### config.mk
export PLATFORM = sky130hd
export DESIGN_NAME = ones_pattern_gen
export DESIGN_NICKNAME = d
export VERILOG_FILES = /design/src/rtl/ones_pattern_gen.sv
export SDC_FILE = /design/constraint.sdc
export NUM_CORES = 1
export LEC_CHECK = 0
export CORE_UTILIZATION = 45
export DETAILED_ROUTE_END_ITERATION = 6
export GPL_TIMING_DRIVEN = 0
export PLACE_DENSITY = 0.78
export SETUP_SLACK_MARGIN = 0.15
export SYNTH_ARGS = -nofsm -noshare
export SYNTH_HDL_FRONTEND = slang
export SYNTH_SLANG_ARGS = --single-unit
### constraint.sdc
create_clock -name i_clk -period 7.1 [get_ports i_clk]
set_clock_uncertainty 0.05 [all_clocks]
set_input_delay 1.42 -clock i_clk [delete_from_list [all_inputs] [get_ports i_clk]]
set_output_delay 1.42 -clock i_clk [all_outputs]
set_load 0.02 [all_outputs]
### src/rtl/ones_pattern_gen.sv
`default_nettype none
// ============================================================================
// Module   : ones_pattern_gen
// Brief    : Enumerates every LEN-bit word with exactly K set bits, in
//            ascending order, as {A,B} operand pairs over valid/ready.
// Revision : 1.0 - initial release
// ============================================================================
module ones_pattern_gen #(
  parameter int BITS = 2,
  parameter int LEN  = BITS * 2,
  parameter int CW   = $clog2(LEN + 1)
) (
  input  logic            i_clk,
  input  logic            i_rst,
  input  logic            i_start,
  input  logic [CW-1:0]   i_count,
  input  logic            i_ready,
  output logic            o_valid,
  output logic [BITS-1:0] o_argA,
  output logic [BITS-1:0] o_argB,
  output logic            o_busy,
  output logic            o_done,
  output logic            o_err,
  output logic [LEN:0]    o_emitted
);

  typedef enum logic [1:0] {
    S_IDLE = 2'd0,
    S_SCAN = 2'd1,
    S_HOLD = 2'd2,
    S_DONE = 2'd3
  } state_t;

  localparam logic [CW-1:0] c_len_cw = CW'(LEN);
  localparam logic [LEN:0]  c_one    = (LEN + 1)'(1);

  state_t          r_state, w_state_nxt;
  logic [CW-1:0]   r_k, w_k_nxt;
  logic [LEN:0]    r_cand, w_cand_nxt;
  logic [BITS-1:0] r_arga, w_arga_nxt;
  logic [BITS-1:0] r_argb, w_argb_nxt;
  logic            r_valid, w_valid_nxt;
  logic            r_done, w_done_nxt;
  logic            r_err, w_err_nxt;
  logic [LEN:0]    r_emitted, w_emitted_nxt;
  logic [CW-1:0]   w_pop;

  function automatic logic [CW-1:0] popcnt(input logic [LEN-1:0] v);
    logic [CW-1:0] n;
    n = '0;
    for (int i = 0; i < LEN; i++) n = n + CW'(v[i]);
    return n;
  endfunction

  assign w_pop = popcnt(r_cand[LEN-1:0]);

  always_comb begin
    w_state_nxt   = r_state;
    w_k_nxt       = r_k;
    w_cand_nxt    = r_cand;
    w_arga_nxt    = r_arga;
    w_argb_nxt    = r_argb;
    w_valid_nxt   = r_valid;
    w_done_nxt    = 1'b0;
    w_err_nxt     = 1'b0;
    w_emitted_nxt = r_emitted;
    case (r_state)
      S_IDLE: begin
        if (i_start) begin
          if (i_count > c_len_cw) begin
            w_err_nxt = 1'b1;
          end else begin
            w_k_nxt       = i_count;
            w_cand_nxt    = '0;
            w_emitted_nxt = '0;
            w_state_nxt   = S_SCAN;
          end
        end
      end
      S_SCAN: begin
        // The carry into cand[LEN] marks exhaustion, so 0 is never revisited.
        if (r_cand[LEN]) begin
          w_done_nxt  = 1'b1;
          w_state_nxt = S_DONE;
        end else if (w_pop == r_k) begin
          w_arga_nxt  = r_cand[LEN-1:BITS];
          w_argb_nxt  = r_cand[BITS-1:0];
          w_valid_nxt = 1'b1;
          w_state_nxt = S_HOLD;
        end else begin
          w_cand_nxt = r_cand + c_one;
        end
      end
      S_HOLD: begin
        if (i_ready) begin
          w_valid_nxt   = 1'b0;
          w_emitted_nxt = r_emitted + c_one;
          w_cand_nxt    = r_cand + c_one;
          w_state_nxt   = S_SCAN;
        end
      end
      default: begin
        w_state_nxt = S_IDLE;
      end
    endcase
  end

  always_ff @(posedge i_clk) begin
    if (i_rst) begin
      r_state   <= S_IDLE;
      r_k       <= '0;
      r_cand    <= '0;
      r_arga    <= '0;
      r_argb    <= '0;
      r_valid   <= 1'b0;
      r_done    <= 1'b0;
      r_err     <= 1'b0;
      r_emitted <= '0;
    end else begin
      r_state   <= w_state_nxt;
      r_k       <= w_k_nxt;
      r_cand    <= w_cand_nxt;
      r_arga    <= w_arga_nxt;
      r_argb    <= w_argb_nxt;
      r_valid   <= w_valid_nxt;
      r_done    <= w_done_nxt;
      r_err     <= w_err_nxt;
      r_emitted <= w_emitted_nxt;
    end
  end

  assign o_valid   = r_valid;
  assign o_argA    = r_arga;
  assign o_argB    = r_argb;
  assign o_busy    = (r_state == S_SCAN) || (r_state == S_HOLD);
  assign o_done    = r_done;
  assign o_err     = r_err;
  assign o_emitted = r_emitted;

endmodule
`default_nettype wire

==> impl_metrics.prom, run 1 <==
# TYPE chip_impl_metric gauge
chip_impl_metric{name="clock_pin_transition_on_the_worst_setup_and_hold_timing_paths",unit="ns"} 0.11
chip_impl_info{name="synth-main-ff-cell",value="sky130_fd_sc_hd__dfxtp_1"} 1
chip_impl_metric{name="pwr_density_cell",unit="nW/um2"} 277.2
chip_impl_metric{name="post-cts-setup-buffer-count",unit=""} 0
chip_impl_metric{name="maximum_number_of_pins_on_one_net_before_global_route_repair",unit=""} 12
chip_impl_info{name="r2r-end",value="o_argA[0]"} 1
chip_impl_metric{name="drt_pass1_iterations",unit=""} 4
chip_impl_metric{name="yosys_synthesis_warning_count",unit=""} 0
chip_impl_metric{name="finalWirelength",unit="um"} 2568
chip_impl_metric{name="drv_slew",unit=""} 0
chip_impl_metric{name="ctsLongestPathBuffers",unit=""} 2
chip_impl_info{name="worstSetupEndpoint",value="o_busy"} 1
chip_impl_metric{name="drive_gt1_share",unit="%"} 4.321
chip_impl_metric{name="drt.antenna.violating_nets",unit=""} 0
chip_impl_metric{name="cts_inserted_buffers",unit=""} 3
chip_impl_metric{name="dpl_cell_area",unit="um2"} 1436
chip_impl_metric{name="ir_worst_vdd",unit="mV"} 0.2207
chip_impl_info{name="startpoint_type",value="flop"} 1
chip_impl_metric{name="max_slew.worst_pin.slew",unit="ns"} 0.4894
chip_impl_metric{name="power.internal",unit="mW"} 0.2428
chip_impl_info{name="rsz0062_at_grt",value="no"} 1
chip_impl_metric{name="num_vias",unit=""} 1069
chip_impl_metric{name="nets",unit=""} 181
chip_impl_metric{name="grt_first_pass_wirelength",unit="um"} 4326
chip_impl_metric{name="post_synth_inst_count",unit=""} 140
chip_impl_metric{name="maxCapViolations",unit=""} 0
chip_impl_metric{name="seq_power_share",unit="%"} 36.7
chip_impl_metric{name="design.die.area",unit="um2"} 2897
chip_impl_info{name="setup.worst_path.start",value="r_state[0]"} 1
chip_impl_metric{name="core_area",unit="um2"} 2500
chip_impl_metric{name="num_rows",unit=""} 18
chip_impl_metric{name="first_iter_violations",unit=""} 22
chip_impl_metric{name="gp_congestion",unit=""} 0.8717
chip_impl_metric{name="io_pins",unit=""} 20
chip_impl_metric{name="timing.slew.headroom",unit="%"} 67.38
chip_impl_metric{name="clock_tree.htree_level_count",unit=""} 1
chip_impl_metric{name="port_buffers",unit=""} 19
chip_impl_metric{name="final.period_utilization",unit="%"} 46.15
chip_impl_metric{name="synth-xor-area-share",unit="%"} 4.348
chip_impl_info{name="clock_tree_root_driver_cell",value="sky130_fd_sc_hd__clkbuf_4"} 1
chip_impl_metric{name="setup_tns",unit="ns"} 0
chip_impl_info{name="synth_top_area_cell",value="sky130_fd_sc_hd__dfxtp_1"} 1
chip_impl_metric{name="yosysUniqueCellTypes",unit=""} 38
chip_impl_metric{name="syn_nets",unit=""} 157
chip_impl_metric{name="worstPathRequired",unit="ns"} 5.63
chip_impl_metric{name="die_y",unit="um"} 53.83
chip_impl_metric{name="sw_frac_of_total",unit="%"} 39.96
chip_impl_metric{name="yosysSeqAreaShare",unit="%"} 36.44
chip_impl_metric{name="detail_route.vias_per_cell",unit=""} 5.568
chip_impl_info{name="critical_path.reg2reg.startpoint",value="r_cand[0]"} 1
chip_impl_metric{name="grt_pass1_vias",unit=""} 1007
chip_impl_metric{name="final.fill_count",unit=""} 236
chip_impl_info{name="post_synth_most_frequent_cells",value="22 x sky130_fd_sc_hd__dfxtp_1, 14 x sky130_fd_sc_hd__nor2_1, 12 x sky130_fd_sc_hd__inv_1"} 1
chip_impl_metric{name="cts_hold_buf",unit=""} 0
chip_impl_metric{name="wire_per_inst",unit="um"} 13.38
chip_impl_metric{name="postCtsResizedCells",unit=""} 0
chip_impl_info{name="synth_top_cells_by_area",value="sky130_fd_sc_hd__dfxtp_1 36%, sky130_fd_sc_hd__ha_1 9.3%, sky130_fd_sc_hd__nor2_1 4.3%, sky130_fd_sc_hd__mux2i_1 4.1%, sky130_fd_sc_hd__o21ai_0 3.7%"} 1
chip_impl_metric{name="regToRegSetupSlack",unit="ns"} 4.20
chip_impl_info{name="tritoncts",value="built"} 1
chip_impl_metric{name="drc_violations_left",unit=""} 0
chip_impl_metric{name="global_route.overflow_total",unit=""} 0
chip_impl_metric{name="p_clk_share",unit="%"} 13.3
chip_impl_metric{name="clock_latency",unit="ns"} 0.30
chip_impl_metric{name="post-synth-top-area-fraction",unit="%"} 36.44
chip_impl_metric{name="timing.reg2reg.worst_path_depth",unit=""} 10
chip_impl_info{name="critPathCaptureType",value="output port"} 1
chip_impl_info{name="run_status",value="finished, final reports clean"} 1
chip_impl_metric{name="critPathMaxFanout",unit=""} 5
chip_impl_metric{name="initial_antenna_violation_count",unit=""} 0
chip_impl_metric{name="synth_mux_area_share",unit="%"} 4.141
chip_impl_metric{name="cp_data_arrival_time",unit="ns"} 1.81
chip_impl_metric{name="dpl.hpwl",unit="um"} 1926
chip_impl_info{name="worst-setup-path-type",value="reg -> out"} 1
chip_impl_info{name="worstHoldPathType",value="reg -> reg"} 1
chip_impl_metric{name="finalHoldViolations",unit=""} 0
chip_impl_metric{name="die_w",unit="um"} 53.83
chip_impl_metric{name="synthesis.area",unit="um2"} 1209
chip_impl_metric{name="synth-edff-count",unit=""} 0
chip_impl_metric{name="initial_core_util",unit="%"} 48.35
chip_impl_metric{name="post_synthesis_compound_gate_area_fraction",unit="%"} 16.56
chip_impl_metric{name="finalInstanceArea",unit="um2"} 1459
chip_impl_info{name="synth_top_family_by_area",value="simple AND/OR/NAND/NOR gates"} 1
chip_impl_metric{name="synth-seq-cells",unit=""} 22
chip_impl_metric{name="grt_use_total",unit="%"} 21.01
chip_impl_metric{name="syn-mean-instance-area",unit="um2"} 8.633
chip_impl_metric{name="area_delta_synth_final",unit="%"} 20.70
chip_impl_metric{name="timing.final.setup_violations",unit=""} 0
chip_impl_metric{name="p_sw",unit="mW"} 0.1616
chip_impl_metric{name="num_antenna_cells",unit=""} 0
chip_impl_metric{name="post_synthesis_async_set_or_reset_flop_share",unit="%"} 0
chip_impl_metric{name="p_comb_share",unit="%"} 50.0
chip_impl_info{name="yosysMostFrequentCell",value="sky130_fd_sc_hd__dfxtp_1"} 1
chip_impl_metric{name="synth_simple_gate_area_share",unit="%"} 22.26
chip_impl_metric{name="total_number_of_clock_tree_sinks",unit=""} 22
chip_impl_metric{name="p_leak",unit="nW"} 0.5580
chip_impl_metric{name="area_share_of_fa_ha_maj_cells_after_synthesis",unit="%"} 10.97
chip_impl_metric{name="final_period_minus_worst_setup_slack",unit="ns"} 3.276
chip_impl_metric{name="timing.fmax",unit="MHz"} 305.2
## power groups by stage
stage                     sequential, mW  clock, mW  combinational [mW]
after global placement             0.150          0               0.192
after CTS                          0.148     0.0568               0.200
after floorplan                    0.153          0               0.145
after detailed placement           0.151          0               0.198
final                              0.148     0.0540               0.202
after global routing               0.150     0.0634               0.222
## through the flow
stage	std cells	hold slack (ns)	util [%]	setup slack, ns	total power [mW]
after global placement	189	0.4116	57.46	3.815	0.3417
after global routing	192	0.4601	58.36	3.728	0.4356
after detailed placement	189	0.4162	57.46	3.803	0.3489
after floorplan	140	0.4222	-	4.443	0.2978
after CTS	192	0.4327	58.36	3.818	0.4054
final	192	0.4275	58.36	3.824	0.4044
## placed cells by master (no fill, tap or decap), types with 3 or more instances in the layout
cell type,instances
sky130_fd_sc_hd__a21oi_1,8
sky130_fd_sc_hd__clkbuf_4,3
sky130_fd_sc_hd__ha_1,9
sky130_fd_sc_hd__nand2_1,7
sky130_fd_sc_hd__inv_1,12
sky130_fd_sc_hd__nand4_1,4
sky130_fd_sc_hd__or3_1,3
sky130_fd_sc_hd__clkdlybuf4s50_1,19
sky130_fd_sc_hd__dfxtp_1,22
sky130_fd_sc_hd__nand2b_1,4
sky130_fd_sc_hd__nor3_1,3
sky130_fd_sc_hd__nor2_1,14
sky130_fd_sc_hd__mux2i_1,5
sky130_fd_sc_hd__xnor2_1,3
sky130_fd_sc_hd__clkbuf_1,3
sky130_fd_sc_hd__nand3_1,5
sky130_fd_sc_hd__o21ai_0,9
sky130_fd_sc_hd__xor2_1,3
## cell type report
| class | instances | area, um2 | area share, % |
|---|---|---|---|
| clock buffer | 3 | 22.52 | 1.544 |
| tap | 30 | 37.54 | 2.573 |
| buffer | 4 | 18.77 | 1.286 |
| inverter | 12 | 45.04 | 3.087 |
| timing repair buffer | 19 | 190.2 | 13.04 |
| multi-input combinational | 102 | 704.4 | 48.28 |
| sequential | 22 | 440.4 | 30.19 |
## worst min-delay path by stage
| stage | start | to | slack (ns) | cells past startpoint |
|---|---|---|---|---|
| finish | o_valid | o_valid | 0.43 | 2 |
| global route | o_valid | o_valid | 0.46 | 2 |
| CTS | o_valid | o_valid | 0.43 | 2 |
| detailed placement | o_valid | o_valid | 0.42 | 2 |
| global placement | o_valid | o_valid | 0.41 | 2 |
| floorplan | r_k[0] | r_k[0] | 0.42 | 2 |
## cells by family after synthesis
family / after synthesis
simple gates: 50
compound gates: 31
flops: 22
buf+inv: 16
fa+ha+maj: 10
xor+xnor: 6
mux: 5
## flip-flops by register name (all words and copies together) (netlist names)
signal	flops
o_emitted	5
r_cand	5
r_k	3
o_argA	2
o_argB	2
r_state	2
o_done	1
o_err	1
o_valid	1
## layer usage
layer	GRT usage, %	vias to the layer above	wire (um)
met5	0	-	0
met4	5.263	0	22
met3	5.932	2	98
met2	37.86	20	1300
met1	24.01	509	1146
li1	-	538	-
## worst max-delay path, stage by stage (launching register included)
cell and delay (ns):
sky130_fd_sc_hd__dfxtp_1 0.43, sky130_fd_sc_hd__inv_1 0.09, sky130_fd_sc_hd__ha_1 0.36, sky130_fd_sc_hd__clkdlybuf4s50_1 0.63
No activity file was read; power rests on OpenSTA's default activity.
==> run 2: changes to the inputs <==
Settings changed: PLACE_DENSITY 0.78 to 0.81.
Clock period 7.1 ns to 2.7 ns, I/O delays scaled along.
==> run 2 against run 1 <==
  * Sequential power rose to 2.7 times the previous value
  * Non-clock buffer count rose by 5
  * Critical path type is now reg -> reg
  * Final area grew 9.2%
  * Clock power grew to 3.4 times the previous value
  * Setup slack got worse by 3.6 ns
==> impl_metrics.prom, run 2 (same netlist as run 1, synthesis figures left out) <==
# TYPE chip_impl_metric gauge
chip_impl_info{name="run_status",value="finished, final reports clean"} 1
chip_impl_metric{name="final_period_minus_worst_setup_slack",unit="ns"} 2.498
chip_impl_metric{name="cts_inserted_buffers",unit=""} 3
chip_impl_metric{name="ir_worst_vdd",unit="mV"} 0.5796
chip_impl_metric{name="timing.final.setup_violations",unit=""} 0
chip_impl_info{name="most-common-layout-cells",value="19 x sky130_fd_sc_hd__clkdlybuf4s50_1, 19 x sky130_fd_sc_hd__dfxtp_1, 13 x sky130_fd_sc_hd__nor2_1"} 1
chip_impl_info{name="tritoncts",value="built"} 1
chip_impl_metric{name="ctsLongestPathBuffers",unit=""} 2
chip_impl_metric{name="nets",unit=""} 186
chip_impl_metric{name="die_w",unit="um"} 53.83
chip_impl_metric{name="grt_first_pass_wirelength",unit="um"} 4698
chip_impl_metric{name="clock_latency",unit="ns"} 0.31
chip_impl_metric{name="regToRegSetupSlack",unit="ns"} 0.20
chip_impl_metric{name="met2WireLength",unit="um"} 1522
chip_impl_metric{name="setup_ws_final",unit="ns"} 0.2015
chip_impl_metric{name="drv_slew",unit=""} 0
chip_impl_metric{name="io_pins",unit=""} 20
chip_impl_metric{name="clock_tree.htree_level_count",unit=""} 1
chip_impl_info{name="worst_path_max_delay_cell",value="sky130_fd_sc_hd__fa_1"} 1
chip_impl_info{name="clock_tree_root_driver_cell",value="sky130_fd_sc_hd__clkbuf_4"} 1
chip_impl_metric{name="max_slew.worst_pin.slew",unit="ns"} 0.5294
chip_impl_metric{name="dpl.hpwl",unit="um"} 2007
chip_impl_metric{name="port_buffers",unit=""} 19
chip_impl_metric{name="critPathMaxFanout",unit=""} 6
chip_impl_metric{name="maxCapViolations",unit=""} 0
chip_impl_info{name="top_layer_used",value="met4"} 1
chip_impl_metric{name="finalInstanceArea",unit="um2"} 1593
chip_impl_metric{name="finalHoldWorstSlack",unit="ns"} 0.4228
chip_impl_metric{name="grt_pass1_vias",unit=""} 1090
chip_impl_metric{name="first_iter_violations",unit=""} 33
chip_impl_metric{name="timing.slew.headroom",unit="%"} 64.71
chip_impl_metric{name="dpl_cell_area",unit="um2"} 1439
chip_impl_info{name="rsz0062_at_grt",value="yes"} 1
chip_impl_metric{name="p_leak",unit="nW"} 0.5999
chip_impl_metric{name="drc_violations_left",unit=""} 0
chip_impl_metric{name="drt_pass1_iterations",unit=""} 4
chip_impl_metric{name="critical-path-max-stage-delay",unit="ns"} 0.54
chip_impl_metric{name="die_y",unit="um"} 53.83
chip_impl_metric{name="timing.fmax",unit="MHz"} 400.2
chip_impl_metric{name="initial_antenna_violation_count",unit=""} 0
chip_impl_metric{name="pwr_density_cell",unit="nW/um2"} 735.6
chip_impl_metric{name="total_power",unit="mW"} 1.172
chip_impl_info{name="startpoint_type",value="flop"} 1
chip_impl_info{name="critPathCaptureType",value="flop"} 1
chip_impl_metric{name="drt.antenna.violating_nets",unit=""} 0
chip_impl_info{name="worst-setup-path-type",value="reg -> reg"} 1
chip_impl_info{name="worstHoldPathType",value="reg -> reg"} 1
chip_impl_metric{name="num_antenna_cells",unit=""} 0
chip_impl_metric{name="worstPathRequired",unit="ns"} 2.87
chip_impl_metric{name="gp_congestion",unit=""} 0.8672
chip_impl_metric{name="design.die.area",unit="um2"} 2897
chip_impl_metric{name="num_rows",unit=""} 18
chip_impl_metric{name="num_vias",unit=""} 1132
chip_impl_metric{name="final.period_utilization",unit="%"} 92.54
chip_impl_metric{name="global_route.overflow_total",unit=""} 0
chip_impl_metric{name="wire_per_inst",unit="um"} 14.79
chip_impl_metric{name="area_delta_synth_final",unit="%"} 31.78
chip_impl_metric{name="cts_hold_buf",unit=""} 0
chip_impl_metric{name="finalHoldViolations",unit=""} 0
chip_impl_metric{name="cp_data_arrival_time",unit="ns"} 2.67
chip_impl_metric{name="maximum_number_of_pins_on_one_net_before_global_route_repair",unit=""} 13
chip_impl_metric{name="total_number_of_clock_tree_sinks",unit=""} 22
chip_impl_metric{name="initial_core_util",unit="%"} 48.35
chip_impl_metric{name="detail_route.vias_per_cell",unit=""} 5.717
chip_impl_metric{name="clock_pin_transition_on_the_worst_setup_and_hold_timing_paths",unit="ns"} 0.12
chip_impl_metric{name="met3_length",unit="um"} 159
chip_impl_metric{name="detail_route.wirelength.met1",unit="um"} 1221
chip_impl_info{name="cp_cell_sequence",value="inv_2 > fa_1 > inv_2 > ha_4 > ha_4 > xnor2_4 > nand4_1 > and4_1 > buf_6 > a21boi_1 > o32ai_1"} 1
chip_impl_metric{name="drive_gt1_share",unit="%"} 16.07
chip_impl_metric{name="core_area",unit="um2"} 2500
chip_impl_metric{name="grt_use_total",unit="%"} 22.71
chip_impl_metric{name="preCtsSetupSlack",unit="ns"} -0.09688
chip_impl_metric{name="finalWirelength",unit="um"} 2928
run 2: metal layers:
| layer | vias up | global-route usage, % |
|---|---|---|
| li1 | 544 | - |
| met1 | 540 | 25.86 |
| met2 | 44 | 41.15 |
| met3 | 4 | 6.780 |
| met4 | 0 | 4.825 |
| met5 | - | 0 |
run 2: worst max-delay path, delay by kind of cell (launching register included):
kind	cells	cell delay (ns)
AOI/OAI and AO/OA	2	0.38
xor gates and xnor gates	1	0.16
adders and majority gates	3	0.94
buffers and inverters	3	0.21
DFF	1	0.36
and+or+nand+nor	2	0.29
run 2: area by class of cell:
class                      count  area [um2]
buffer                         4       22.52
clock buffer                   4       36.28
fill                         205       907.1
inverter                      12       45.04
multi-input combinational    102       779.5
sequential                    22       444.2
tap                           30       37.54
timing repair buffer          24       227.7
run 2: worst paths after layout:
check,start,end,cells past startpoint
setup / recovery,r_cand[1],r_cand[3],11
hold / removal,o_valid,o_valid,2
setup reg to reg,r_cand[1],r_cand[3],11
hold reg to reg,o_valid,o_valid,2
run 2: where the power goes:
group / switching [mW] / internal (mW) / total (mW) / leakage, nW
Combinational: 0.328 / 0.266 / 0.594 / 0.399
Clock: 0.102 / 0.0824 / 0.184 / 0.0210
Sequential: 0.0368 / 0.357 / 0.394 / 0.180
Total: 0.467 / 0.705 / 1.17 / 0.600
run 2: repair_timing:
action	in CTS	in global routing
setup endpoints to repair	11	7
pin swaps	4	5
buffers inserted	3	2
gates resized for setup	9	7
run 2: stage by stage:
step | setup TNS, ns | utilization [%] | instances
3_5_place_dp | -0.5021 | 57.56 | 189
6_report | 0 | 63.71 | 198
5_1_grt | 0 | 63.71 | 198
4_1_cts | 0 | 61.91 | 196
3_3_place_gp | 0 | 57.56 | 189
2_1_floorplan | 0 | - | 140
==> run 3: changes to the inputs <==
Settings changed: CORE_MARGIN set to 1.5.
==> run 3 against run 2 <==
  * Clock power is essentially flat
  * Final cell count shrank 1.0%
  * Via count shrank 4.2%
  * Non-clock buffer count fell by 2
  * Combinational power down 3%
  * First-iteration DRC count decreased by 39%
  * Critical path type unchanged
  * Highest routed layer is now met3
==> impl_metrics.prom, run 3 (same netlist as run 1, synthesis figures left out) <==
# TYPE chip_impl_metric gauge
chip_impl_metric{name="detail_route.vias_per_cell",unit=""} 5.536
chip_impl_metric{name="grt_use_total",unit="%"} 21.31
chip_impl_metric{name="maxCapViolations",unit=""} 0
chip_impl_metric{name="initial_antenna_violation_count",unit=""} 0
chip_impl_info{name="run_status",value="finished, final reports clean"} 1
chip_impl_info{name="worstHoldPathType",value="reg -> reg"} 1
chip_impl_metric{name="finalWirelength",unit="um"} 2793
chip_impl_metric{name="design.die.area",unit="um2"} 3006
chip_impl_metric{name="finalHoldWorstSlack",unit="ns"} 0.4276
chip_impl_metric{name="finalHoldViolations",unit=""} 0
chip_impl_metric{name="final_period_minus_worst_setup_slack",unit="ns"} 2.544
chip_impl_metric{name="timing.slew.headroom",unit="%"} 66.54
chip_impl_metric{name="timing.fmax",unit="MHz"} 393.1
chip_impl_metric{name="drc_violations_left",unit=""} 0
chip_impl_metric{name="num_antenna_cells",unit=""} 0
chip_impl_metric{name="worstPathRequired",unit="ns"} 2.87
chip_impl_metric{name="final.period_utilization",unit="%"} 94.22
chip_impl_metric{name="setup_ws_final",unit="ns"} 0.1560
chip_impl_metric{name="core_area",unit="um2"} 2500
chip_impl_metric{name="global_route.overflow_total",unit=""} 0
chip_impl_metric{name="drive_gt1_share",unit="%"} 15.06
chip_impl_metric{name="area_delta_synth_final",unit="%"} 30.23
chip_impl_metric{name="ctsLongestPathBuffers",unit=""} 2
chip_impl_metric{name="num_vias",unit=""} 1085
chip_impl_metric{name="grt_pass1_vias",unit=""} 1107
chip_impl_metric{name="grt_first_pass_wirelength",unit="um"} 4629
chip_impl_info{name="cp_cell_sequence",value="inv_2 > fa_1 > inv_2 > ha_4 > ha_4 > xnor2_2 > nand4_1 > and4_1 > buf_6 > a21boi_1 > o32ai_1"} 1
chip_impl_metric{name="setup_tns",unit="ns"} 0
chip_impl_metric{name="p_leak",unit="nW"} 0.5876
chip_impl_metric{name="die_y",unit="um"} 54.83
chip_impl_metric{name="preCtsSetupSlack",unit="ns"} -0.07167
chip_impl_info{name="clock_tree_root_driver_cell",value="sky130_fd_sc_hd__clkbuf_4"} 1
chip_impl_metric{name="first_iter_violations",unit=""} 20
chip_impl_metric{name="clock_pin_transition_on_the_worst_setup_and_hold_timing_paths",unit="ns"} 0.13
chip_impl_metric{name="drt_pass1_iterations",unit=""} 4
chip_impl_metric{name="nets",unit=""} 184
chip_impl_metric{name="cts_inserted_buffers",unit=""} 3
chip_impl_metric{name="wire_per_inst",unit="um"} 14.25
chip_impl_info{name="worst-setup-path-type",value="reg -> reg"} 1
chip_impl_metric{name="gp_congestion",unit=""} 0.8702
chip_impl_metric{name="timing.final.setup_violations",unit=""} 0
chip_impl_info{name="startpoint_type",value="flop"} 1
chip_impl_metric{name="max_slew.worst_pin.slew",unit="ns"} 0.5019
chip_impl_info{name="critPathCaptureType",value="flop"} 1
chip_impl_metric{name="num_rows",unit=""} 18
chip_impl_metric{name="drv_slew",unit=""} 0
chip_impl_metric{name="ir_worst_vdd",unit="mV"} 0.5625
chip_impl_metric{name="maximum_number_of_pins_on_one_net_before_global_route_repair",unit=""} 13
chip_impl_metric{name="initial_core_util",unit="%"} 48.35
chip_impl_metric{name="clock_latency",unit="ns"} 0.31
chip_impl_metric{name="io_pins",unit=""} 20
chip_impl_metric{name="cp_data_arrival_time",unit="ns"} 2.72
chip_impl_metric{name="clock_tree.htree_level_count",unit=""} 1
chip_impl_info{name="rsz0062_at_grt",value="yes"} 1
chip_impl_metric{name="final_util",unit="%"} 62.96
chip_impl_info{name="most-common-layout-cells",value="19 x sky130_fd_sc_hd__clkdlybuf4s50_1, 19 x sky130_fd_sc_hd__dfxtp_1, 13 x sky130_fd_sc_hd__nor2_1"} 1
chip_impl_info{name="tritoncts",value="built"} 1
chip_impl_metric{name="pwr_density_cell",unit="nW/um2"} 734.6
chip_impl_metric{name="critPathMaxFanout",unit=""} 7
chip_impl_metric{name="critical-path-max-stage-delay",unit="ns"} 0.54
chip_impl_info{name="worst_path_max_delay_cell",value="sky130_fd_sc_hd__fa_1"} 1
chip_impl_metric{name="die_w",unit="um"} 54.83
chip_impl_metric{name="final.fill_count",unit=""} 226
chip_impl_metric{name="dpl.hpwl",unit="um"} 2023
chip_impl_metric{name="port_buffers",unit=""} 19
chip_impl_metric{name="drt.antenna.violating_nets",unit=""} 0
chip_impl_metric{name="total_number_of_clock_tree_sinks",unit=""} 22
run 3: area by class of cell:
type                            count  area, um2  area share [%]
Inverter                           12      45.04           2.862
Multi-Input combinational cell    102      775.7           49.28
Tap cell                           30      37.54           2.385
Sequential cell                    22      444.2           28.22
Clock buffer                        4      36.28           2.305
Timing Repair Buffer               22      212.7           13.51
Buffer                              4      22.52           1.431
run 3: through the flow:
step / power (mW) / std cells / area (um2)
final: 1.156 / 196 / 1574
after global routing: 1.236 / 196 / 1574
after CTS: 1.137 / 195 / 1535
after detailed placement: 0.9306 / 189 / 1439
after global placement: 0.9016 / 189 / 1439
after floorplan: 0.7865 / 140 / 1211
run 3: worst paths after layout:
| check | from | end | slack, ns | cells past startpoint |
|---|---|---|---|---|
| worst max-delay path | r_cand[0] | r_cand[3] | 0.16 | 11 |
| worst min-delay path | o_valid | o_valid | 0.43 | 2 |
| worst max register to register | r_cand[0] | r_cand[3] | 0.16 | 11 |
| worst min register to register | o_valid | o_valid | 0.43 | 2 |
run 3: metal layers:
layer  up-vias  routed length [um]  track usage [%]
li1        548                   -                -
met1       520                1240            23.75
met2        17                1437            39.09
met3         0                 115            6.831
met4         0                   0            4.167
met5         -                   0                0
run 3: timing repair:
item,CTS,global route
buffers inserted,2,1
setup endpoints to repair,10,10
resized for setup,8,9
pin swaps,3,3
hold buffers,0,0
run 3: report_power, final:
| group | leakage [nW] | internal, mW | total [mW] | switching, mW |
|---|---|---|---|---|
| Combinational | 0.387 | 0.251 | 0.578 | 0.326 |
| Clock | 0.0210 | 0.0824 | 0.186 | 0.103 |
| Sequential | 0.180 | 0.357 | 0.393 | 0.0356 |
run 3: critical path, delay by kind of cell (launching register included):
family          cells  cell delay [ns]
fa+ha+maj           3             0.85
compound gates      2             0.39
flops               1             0.36
simple gates        2             0.34
xor+xnor            1             0.24
buf+inv             3             0.21
==> RTL change 1: new RTL, flow settings as in run 3 <==
Set the parameter `BITS` to 1 (it was 2).
--- a/src/rtl/ones_pattern_gen.sv
+++ b/src/rtl/ones_pattern_gen.sv
@@ -6,7 +6,7 @@
 // Revision : 1.0 - initial release
 // ============================================================================
 module ones_pattern_gen #(
-  parameter int BITS = 2,
+  parameter int BITS = 1,
   parameter int LEN  = BITS * 2,
   parameter int CW   = $clog2(LEN + 1)
 ) (
Ports: changed (resized i_count, o_argA, o_argB and o_emitted); port bits go from 20 to 15. No check against the original RTL was run, so the function may have changed too.
==> RTL change 1 against run 3 <==
Design area down 36%; via count down 33%; total power down 26%; utilization down 3.9 points; synthesized area down 33%; worst setup slack better by 0.20 ns; non-clock buffer count down 10; routed wire length down 43%; critical path depth down 8; sequential cell count down 7; register-to-register slack better by 0.71 ns; largest cell class unchanged; largest power group unchanged; highest routed layer is now met4.
==> RTL change 1: results (changes against run 3) <==
critPathMaxFanout: 5  # was 7
synthTopCellsByArea: "dfxtp_1 (37%), ha_1 (11%), o21ai_0 (4.3%)"  # was dfxtp_1 (36%), ha_1 (9.3%), nor2_1 (4.3%)
cts_root_buffer: "clkbuf_4"  # unchanged
grt_pass1_wl_um: 2670  # was 4630 um
io_buffers: 14  # was 19
drive_above_1_share: 0.0841  # was 0.151
dp_hpwl_um: 1250  # was 2020 um
wl_per_cell_um: 12.1  # was 14.3 um
async_flop_share: 0  # unchanged
p_leak_nw: 0.397  # was 0.588 nW
cp_slowest_cell: "clkdlybuf4s50_1"  # was fa_1
fill_cells: 146  # was 226
synth_nets: 102  # was 157
dr.first_iter.drc_count: 9  # was 20
gp_congestion: 0.804  # was 0.870
ys_top_cells_by_count: "dfxtp_1 (15), nor2_1 (9), ha_1 (7), o21ai_0 (7)"  # was dfxtp_1 (22), nor2_1 (14), inv_1 (12), ha_1 (9), o21ai_0 (9)
arrival_ns: 1.76  # was 2.72 ns
clk_pin_slew_ns: 0.09  # was 0.13 ns
grt_use_total: 0.180  # was 0.213
dpl-instance-area_um2: 982  # was 0.00144 mm^2
ctsResizeCount: 0  # was 8
grt_pass1_vias: 649  # was 1107
nets: 121  # was 184
cts_setup_buffers: 0  # was 2
yosys.cell_types.count: 31  # was 38
crit_path_max_incr_delay_ns: 0.62  # was 0.54 ns
diodes: 0  # unchanged
insertion_delay_ns: 0.29  # was 0.31 ns
synth-seq-area-share: 0.370  # was 0.364
worstMarginPinSlew_ns: 0.470  # was 0.502 ns
ir_worst_vdd_uv: 486  # was 563 uV
status: "finished, final reports clean"  # unchanged
grt_max_degree: 11  # was 13
num_vias: 726  # was 1085
## RTL change 1: changes by cell type after synthesis, moves of 4 or more
cell,change
nor2_1,-5
inv_1,-7
dfxtp_1,-7
nand4_1,-4
nand3_1,-4
nand3b_1,+4
## RTL change 1: kinds of logic after synthesis
group | share of synthesized area
flip-flops | 0.370
AO/OA/AOI/OAI | 0.269
XOR/XNOR | 0.0216
buffers and inverters | 0.0339
AND/OR/NAND/NOR | 0.173
adder cells (fa/ha/maj) | 0.108
multiplexers | 0.0247
## RTL change 1: per-layer routing
metal  vias to the layer above  global-route usage  routed length (um)
met5                         -                   0                   0
li1                        358                   -                   -
met2                        14               0.299                 774
met4                         0              0.0706                  23
met3                         5              0.0357                  43
met1                       349               0.226                 751
## RTL change 1: metrics by stage
stage	std cells	setup slack (ns)	utilization
after CTS	132	0.358	0.590
after floorplan	89	1.06	-
after global routing	132	0.244	0.590
final	132	0.354	0.590
after detailed placement	128	0.567	0.575
after global placement	128	0.598	0.575
## RTL change 1: cell type report
type                    instances  area share
plain buffers                   2     0.00868
clock buffers                   4      0.0261
inverters                       5      0.0186
multi-input cells              67       0.479
flip-flops and latches         15       0.298
well taps                      25      0.0310
repair buffers                 14       0.139
## RTL change 1: power by group
part | internal [mW] | switching [mW]
Combinational | 0.195 | 0.250
Sequential | 0.256 | 0.0298
Clock | 0.0574 | 0.0733
## RTL change 1: worst max-delay path: cells and delay by family (launching register included)
kind	cells	cell delay, ns
buffers and inverters	2	0.71
DFF	1	0.41
adders and majority gates	1	0.36
## RTL change 1: path summary, 6_finish.rpt
| check | cells after the start | slack [ns] | from | to |
|---|---|---|---|---|
| max | 3 | 0.35 | r_state[0]$_SDFFE_PP0P_ | o_busy |
| min reg2reg | 2 | 0.45 | r_cand[1]$_SDFFE_PP0P_ | r_cand[1]$_SDFFE_PP0P_ |
| max reg2reg | 7 | 0.87 | r_state[0]$_SDFFE_PP0P_ | r_cand[0]$_SDFFE_PP0P_ |
| min | 2 | 0.45 | r_cand[1]$_SDFFE_PP0P_ | r_cand[1]$_SDFFE_PP0P_ |
==> RTL change 2: new RTL, config.mk and constraints of run 3 <==
Without the edit above. Encoding of `state_t`: now Gray code (2 bits for 4 states).
--- a/src/rtl/ones_pattern_gen.sv
+++ b/src/rtl/ones_pattern_gen.sv
@@ -25,10 +25,10 @@
 );
 
   typedef enum logic [1:0] {
-    S_IDLE = 2'd0,
-    S_SCAN = 2'd1,
-    S_HOLD = 2'd2,
-    S_DONE = 2'd3
+    S_IDLE = 2'b00,
+    S_SCAN = 2'b01,
+    S_HOLD = 2'b11,
+    S_DONE = 2'b10
   } state_t;
 
   localparam logic [CW-1:0] c_len_cw = CW'(LEN);
Behaviour: no difference found for any inputs over 10 cycles, from zero or initial values and one cycle with i_rst high; not proved beyond that.
==> RTL change 2 against run 3 <==
Total power rose by 11%; sequential share of layout area fell by 0.46 points; clock power up 40%; routed wire length increased by 6.5%; design area rose by 3.1%; synthesized area down 0.31%; sequential cell count stayed put; worst setup slack worse by 0.079 ns; largest power group unchanged; highest routed layer is now met4.
==> RTL change 2: results (changes against run 3) <==
relSlewSlack: 0.647  # was 0.665
grt_use_met2: 0.387  # was 0.391
nets: 185  # was 184
synth_ff_type: "dfxtp_1"  # unchanged
drive_above_1_share: 0.186  # was 0.151
arrival_ns: 2.79  # was 2.72 ns
fill_cells: 207  # was 226
cellPowerDensity_mw_per_mm2: 793  # was 735 mW/mm^2
netlist_instances: 139  # was 140
grt_pass1_wl_um: 4620  # was 4630 um
yosys.cell_types.count: 36  # was 38
dp.cells: 188  # was 189
dr.first_iter.drc_count: 14  # was 20
htreeDepth: 1  # unchanged
ir_worst_vdd_uv: 491  # was 563 uV
num_vias: 1106  # was 1085
grt_pass1_vias: 1101  # was 1107
synthTopCellsByArea: "dfxtp_1 (37%), ha_1 (9.3%), nor2_1 (5.0%)"  # was dfxtp_1 (36%), ha_1 (9.3%), nor2_1 (4.3%)
cts_buffers: 3  # unchanged
insertion_delay_ns: 0.32
status: "finished, final reports clean"  # unchanged
diodes: 0  # unchanged
p_sw_mw: 0.491  # was 0.465 mW
gr-usage-met3: 0.0328  # was 0.0683
cts_root_buffer: "clkbuf_4"  # unchanged
dp_hpwl_um: 2000  # was 2020 um
ys_top_cells_by_count: "dfxtp_1 (22), nor2_1 (16), a21oi_1 (10), ha_1 (9), inv_1 (9)"  # was dfxtp_1 (22), nor2_1 (14), inv_1 (12), ha_1 (9), o21ai_0 (9)
wl_per_cell_um: 15.1  # was 14.3 um
synth-seq-area-share: 0.366  # was 0.364
grt_use_total: 0.214  # was 0.213
cp_slowest_cell: "fa_1"  # unchanged
synth_nets: 156  # was 157
firstDrtPassIters: 4  # unchanged
dpl-instance-area_mm2: 0.00143  # was 0.00144 mm^2
via_per_inst: 5.61  # was 5.54
critPathMaxFanout: 5  # was 7
use_met1: 0.240  # was 0.238
crit_family: "adder cells"  # unchanged
gp_congestion: 0.827  # was 0.870
clock_path_buffers: 2  # unchanged
p_leak_nw: 0.636  # was 0.588 nW
yosysWarnings: 0  # unchanged
clk_pin_slew_ns: 0.13  # about the same
grt_max_degree: 14  # was 13
antenna_found_initial: 0  # unchanged
==> RTL change 2: worst paths after layout <==
path	from	to	slack [ns]	cells after the start
worst max-delay path	r_cand[0]$_SDFFE_PP0P_	r_cand[2]$_SDFFE_PP0P_	0.08	10
worst min-delay path	o_valid$_SDFFE_PP0P_	o_valid$_SDFFE_PP0P_	0.46	2
worst max register to register	r_cand[0]$_SDFFE_PP0P_	r_cand[2]$_SDFFE_PP0P_	0.08	10
worst min register to register	o_valid$_SDFFE_PP0P_	o_valid$_SDFFE_PP0P_	0.46	2
==> RTL change 2: logic make-up after synthesis <==
kind of cell / share of synthesized area
AOI/OAI and AO/OA: 0.183
xor gates and xnor gates: 0.0509
adders and majority gates: 0.110
buffers and inverters: 0.0498
DFF: 0.366
muxes: 0.0415
and+or+nand+nor: 0.199
==> RTL change 2: stage by stage <==
| step | power [mW] | setup TNS [ns] | worst slack, ns |
|---|---|---|---|
| 2_1_floorplan | 0.787 | 0 | 0.173 |
| 3_3_place_gp | 0.892 | -0.314 | -0.0808 |
| 3_5_place_dp | 0.917 | -0.709 | -0.150 |
| 4_1_cts | 1.24 | 0 | 0.0806 |
| 5_1_grt | 1.37 | -0.00145 | -0.00145 |
| 6_report | 1.29 | 0 | 0.0767 |
==> RTL change 2: layout make-up <==
cell class | count | area share
Multi-Input combinational cell | 103 | 0.490
Sequential cell | 22 | 0.278
Timing Repair Buffer | 24 | 0.140
Tap cell | 30 | 0.0231
Inverter | 9 | 0.0208
Clock inverter | 1 | 0.0185
Buffer | 5 | 0.0170
Clock buffer | 3 | 0.0139
==> RTL change 2: repair_timing <==
item / in CTS / in global routing
buffers inserted: 5 / 0
endpoints found under the setup margin: 12 / 11
resized for setup: 16 / 8
pin swaps: 4 / 2
==> RTL change 2: power groups by stage <==
stage	clock, mW	sequential [mW]	combinational [mW]
final	0.260	0.390	0.638
after detailed placement	0	0.395	0.522
after global routing	0.276	0.394	0.696
after CTS	0.265	0.388	0.584
after global placement	0	0.391	0.501
after floorplan	0	0.397	0.391
==> RTL change 2: worst register-to-register path, stage by stage, from the launching register on <==
cell and delay, ns:
dfxtp_4 0.37, inv_2 0.04, fa_1 0.54, inv_1 0.05, ha_2 0.19, ha_4 0.29
xnor2_4 0.12, nand3_2 0.17, buf_4 0.19, a21o_1 0.22, a32o_1 0.28
==> RTL change 2: metal layers <==
metal / share of wire / vias to the layer above
met4: 0.016 / 0
li1: - / 547
met2: 0.53 / 29
met1: 0.43 / 523
met5: 0 / -
met3: 0.032 / 7
